===== src/rtl/fft_mag_reader.sv =====
// fft_mag_reader: sweeps the FFT result RAM bin by bin and emits an
// alpha-max-plus-beta-min magnitude estimate (max + min/2) per bin over a
// valid/ready handshake. One bin takes four cycles: ADDR, WAIT, CALC, HOLD.
module fft_mag_reader #(
  parameter int NUM_BINS = 512,
  parameter int ADDR_W   = 10,
  parameter int DATA_W   = 18
) (
  input  logic              Clk,
  input  logic              reset,
  input  logic              start,
  output logic              busy,
  output logic              done,
  output logic [ADDR_W-1:0] ramAddr,
  output logic              ramRe,
  input  logic [DATA_W-1:0] DinR,
  input  logic [DATA_W-1:0] DinI,
  output logic [DATA_W-1:0] magOut,
  output logic [ADDR_W-1:0] binIdx,
  output logic              magValid,
  input  logic              magReady
);

  typedef enum logic [5:0] {
    S_IDLE = 6'b000001,
    S_ADDR = 6'b000010,
    S_WAIT = 6'b000100,
    S_CALC = 6'b001000,
    S_HOLD = 6'b010000,
    S_FIN  = 6'b100000
  } state_t;

  state_t            r_state, w_next;
  logic [ADDR_W-1:0] r_idx;
  logic [DATA_W-1:0] r_dr, r_di;
  logic [DATA_W-1:0] r_mag;
  logic [ADDR_W-1:0] r_bin;
  logic              r_valid;

  logic [DATA_W-1:0] w_absr, w_absi, w_max, w_min, w_mag;
  logic              w_last;

  // Unsigned DATA_W-bit magnitudes: the most negative input maps to 2^(DATA_W-1)
  // exactly, and max + min/2 stays below 2^DATA_W, so no saturation is needed.
  assign w_absr = r_dr[DATA_W-1] ? (~r_dr + 1'b1) : r_dr;
  assign w_absi = r_di[DATA_W-1] ? (~r_di + 1'b1) : r_di;
  assign w_max  = (w_absr >= w_absi) ? w_absr : w_absi;
  assign w_min  = (w_absr >= w_absi) ? w_absi : w_absr;
  assign w_mag  = w_max + (w_min >> 1);
  assign w_last = (r_idx == ADDR_W'(NUM_BINS - 1));

  assign ramAddr  = r_idx;
  assign magOut   = r_mag;
  assign binIdx   = r_bin;
  assign magValid = r_valid;

  // State register; reset wins over start on the same edge.
  always_ff @(posedge Clk) begin
    if (reset) r_state <= S_IDLE;
    else       r_state <= w_next;
  end

  // Next-state and state-decoded outputs; all outputs come from registers only.
  always_comb begin
    w_next = r_state;
    busy   = 1'b1;
    done   = 1'b0;
    ramRe  = 1'b0;
    case (r_state)
      S_IDLE: begin
        busy = 1'b0;
        if (start) w_next = S_ADDR;
      end
      S_ADDR: begin
        ramRe  = 1'b1;
        w_next = S_WAIT;
      end
      S_WAIT: w_next = S_CALC;
      S_CALC: w_next = S_HOLD;
      S_HOLD: if (magReady) w_next = w_last ? S_FIN : S_ADDR;
      S_FIN: begin
        done   = 1'b1;
        w_next = S_IDLE;
      end
      default: w_next = S_IDLE;
    endcase
  end

  // Datapath: bin counter, RAM data capture in WAIT (the only cycle the RAM
  // guarantees it), magnitude register loaded in CALC and held through HOLD.
  always_ff @(posedge Clk) begin
    if (reset) begin
      r_idx   <= '0;
      r_dr    <= '0;
      r_di    <= '0;
      r_mag   <= '0;
      r_bin   <= '0;
      r_valid <= 1'b0;
    end else begin
      case (r_state)
        S_IDLE: if (start) r_idx <= '0;
        S_WAIT: begin
          r_dr <= DinR;
          r_di <= DinI;
        end
        S_CALC: begin
          r_mag   <= w_mag;
          r_bin   <= r_idx;
          r_valid <= 1'b1;
        end
        S_HOLD: begin
          if (magReady) begin
            r_valid <= 1'b0;
            if (!w_last) r_idx <= r_idx + 1'b1;
          end
        end
        default: ;
      endcase
    end
  end

endmodule

===== config.mk =====
export PLATFORM = sky130hd
export DESIGN_NAME = fft_mag_reader
export DESIGN_NICKNAME = d
export VERILOG_FILES = /design/src/rtl/fft_mag_reader.sv
export SDC_FILE = /design/constraint.sdc
export NUM_CORES = 1
export LEC_CHECK = 0
export CELL_PAD_IN_SITES_DETAIL_PLACEMENT = 1
export CELL_PAD_IN_SITES_GLOBAL_PLACEMENT = 1
export CORE_ASPECT_RATIO = 0.6
export CORE_MARGIN = 4
export CORE_UTILIZATION = 40
export DETAILED_ROUTE_END_ITERATION = 12
export HOLD_SLACK_MARGIN = 0.08
export PLACE_DENSITY_LB_ADDON = 0.1
export SYNTH_ARGS = -nofsm -noshare
export SYNTH_HDL_FRONTEND = slang
export SYNTH_SLANG_ARGS = --single-unit
export TNS_END_PERCENT = 30

===== constraint.sdc =====
create_clock -name Clk -period 8.2 [get_ports Clk]
set_clock_uncertainty 0.15 [all_clocks]
set_input_delay 1.64 -clock Clk [delete_from_list [all_inputs] [get_ports Clk]]
set_output_delay 1.64 -clock Clk [all_outputs]
set_load 0.01 [all_outputs]

==> impl_metrics.py <==
metrics = {
    "drt": {
        "vias": 5044,
        "wl_per_cell_um": 17.2,
        "drt_first_iter_violations": 190,
        "ant_nets": 0,
        "dr.pass1.iters": 4,
        "drc": 0,
        "vias_per_cell": 5.48,
        "routed_wl_um": 15800,
    },
    "placement": {
        "gp_congestion": 0.883,
        "dp_slack_ns": 1.78,
        "io_buffers": 81,
        "dp_hpwl_um": 12200,
    },
    "die": {
        "coreArea_um2": 13000,
        "io_pins": 82,
        "dieWidth_um": 157,
        "num_rows": 32,
        "die_h_um": 97.6,
        "initial_core_util": 0.412,
        "die-area_um2": 15400,
    },
    "clocking": {
        "ctsHtreeMaxLevel": 3,
        "clockBufferDepth": 2,
        "clock_sinks": 81,
        "post_cts_buffers": 0,
        "cts_tree": "built",
        "cts-root-buf": "clkbuf_16",
        "clk-insertion-delay-late_ns": 0.34,
        "holdBufCountCts": 0,
        "cts_resized": 0,
        "clkTransAtPathRegs_ns": 0.06,
        "cts_buffers": 9,
    },
    "grt": {
        "grt_max_degree": 77,
        "grt_pass1_vias": 4924,
        "grt_use_total": 0.209,
        "grt_overflow": 0,
        "grt_pass1_wl_um": 26200,
        "antenna_found_initial": 0,
    },
    "synth": {
        "synth_cells": 680,
        "ys_warn_count": 0,
        "synthTopCellsByArea": "dfxtp_1 30%, nand2_1 9.1%, ha_1 8.9%",
        "synthesis.area_um2": 5350,
        "yosysMostFrequentCell": "nand2_1",
        "ys_ff_latch": 81,
        "synth_top_area_share": 0.303,
        "yosys-top-cells-count": "130 x nand2_1, 81 x a21oi_1, 81 x dfxtp_1",
        "async_flop_share": 0,
        "syn_nets": 759,
        "syn_avg_cell_area_um2": 7.87,
        "synth_edf_count": 0,
        "seq_area_frac_synth": 0.303,
        "synth_top_area_cell": "dfxtp_1",
        "synth_ff_type": "dfxtp_1",
        "yosys.cell_types.count": 56,
    },
    "power_and_ir_drop": {
        "combPwrFrac": 0.085,
        "peakVddDrop_mv": 0.0831,
        "total_power_mw": 0.954,
        "switching_share": 0.230,
        "internal-power_mw": 0.734,
        "seqPwrFrac": 0.418,
        "p_per_area_nw_per_um2": 144,
        "clkPwrFrac": 0.497,
        "p_leak_nw": 2.91,
        "p_sw_mw": 0.220,
    },
    "sta": {
        "setup_ws_ns": 1.61,
        "timing.fmax_mhz": 152,
        "min_period_ns": 6.59,
        "hold_viol": 0,
        "rsz0062_at_grt": "false",
        "final_max_slew_viol_count": 0,
        "whs_ns": 0.307,
        "worstMarginPinSlew_ns": 0.950,
        "fin_crit_sh": 0.803,
        "setup_viol": 0,
        "relSlewSlack": 0.365,
        "tns_ns": 0,
    },
    "critical_path": {
        "crit_type": "reg2reg",
        "path_cells": "or4_1 > nor4_1 > nand2b_1 > o31ai_1 > xor2_1 > inv_1 > ha_1 > nand4_1 > nor3_1 > o31ai_1 > nand2_1 > buf_4 > mux2i_1 > ha_1 > and2_1 > a41oi_1 > o21ai_0 > o41ai_1 > o21ai_0 > nor4b_1 > a211o_1",
        "cp_num_buf_inv": 2,
        "end_kind": "register",
        "cp_max_fo": 23,
        "worstPathArrival_ns": 6.72,
        "cpLargestDelayFamily": "simple AND/OR/NAND/NOR gates",
        "required_ns": 8.33,
        "cp-start-kind": "register",
        "slowest_delay_ns": 0.73,
        "crit_slowest_cell": "nand2_1",
    },
    "final_layout": {
        "regArea_um2": 1620,
        "final_nets": 824,
        "drive_gt1_frac": 0.0427,
        "multi_input_area_um2": 3480,
        "antenna_cells": 0,
        "fill_cells": 1547,
        "syn_to_final_growth_pct": 23.9,
        "final_util": 0.511,
    },
    "flow_run": {
        "maxCapViolations": 0,
    },
    "status": {
        "status": "completed",
    },
    "hold_path": {
        "hold_class": "reg2reg",
    },
}
## per-stage QoR
stage	area [um2]	instances
6_report	6630	920
5_1_grt	6630	920
4_1_cts	6630	920
3_5_place_dp	6280	904
3_3_place_gp	6280	904
2_1_floorplan	5350	680
## cells in the final DEF, fill, tap and decap left out, types with 14 or more instances in the layout
cell type	netlist	final
xor2_1	37	37
mux2i_1	27	27
dfxtp_1	81	81
clkdlybuf4s50_1	0	80
a21oi_1	81	81
o31ai_1	14	14
inv_1	31	31
ha_1	38	38
nor2_1	35	35
nand2_1	130	130
o21ai_0	27	27
## path summary, 6_finish.rpt
check / endpoint / slack [ns] / cells after the start / from
max reg2reg: magOut[16] / 1.61 / 21 / r_dr[7]
min reg2reg: magOut[0] / 0.31 / 2 / magOut[0]
max: magOut[16] / 1.61 / 21 / r_dr[7]
min: magOut[0] / 0.31 / 2 / magOut[0]
## worst reg2reg max path: stages (launching register included)
cell and delay [ns]:
dfxtp_1 0.37, or4_1 0.63, nor4_1 0.34, nand2b_1 0.14, o31ai_1 0.25, xor2_1 0.25
inv_1 0.07, ha_1 0.34, nand4_1 0.12, nor3_1 0.36, o31ai_1 0.17, nand2_1 0.73
buf_4 0.45, mux2i_1 0.29, ha_1 0.32, and2_1 0.19, a41oi_1 0.19, o21ai_0 0.15
o41ai_1 0.40, o21ai_0 0.18, nor4b_1 0.29, a211o_1 0.15
## area by class of cell
| class | instances | share of cell area |
|---|---|---|
| clock buffers | 10 | 0.0346 |
| repair buffers | 87 | 0.128 |
| clock inverters | 6 | 0.0174 |
| multi-input cells | 535 | 0.525 |
| inverters | 31 | 0.0176 |
| flip-flops and latches | 81 | 0.245 |
| well taps | 170 | 0.0321 |
## power groups by stage
stage,Combinational (mW),Sequential [mW],Clock [mW]
2_1_floorplan,0.0497,0.406,0
3_3_place_gp,0.0782,0.407,0
3_5_place_dp,0.0811,0.407,0
4_1_cts,0.0819,0.398,0.486
5_1_grt,0.0886,0.399,0.508
6_report,0.0811,0.399,0.474
## cells by family (layout without fill, tap and decap cells)
| family | count (synthesis) | count (layout) | synth area share |
|---|---|---|---|
| AND/OR/NAND/NOR | 252 | 252 | 0.236 |
| AO/OA/AOI/OAI | 170 | 170 | 0.193 |
| flip-flops | 81 | 81 | 0.303 |
| buffers and inverters | 64 | 134 | 0.0472 |
| XOR/XNOR | 46 | 46 | 0.0753 |
| adder cells (fa/ha/maj) | 39 | 39 | 0.0926 |
| multiplexers | 28 | 28 | 0.0526 |
## routing by layer
metal  track usage  vias up  wire length, um
li1              -     2530                -
met1         0.323     2440             8400
met2         0.301       64             6680
met3        0.0387       10              631
met4        0.0397        0              116
met5             0        -                0
## flip-flops by register name, summed over array words and instances (netlist names)
name	cells
magValid	1
r_di	18
magOut	18
r_dr	18
binIdx	10
ramAddr	10
r_state	6
(Power assumes the default switching activity.)
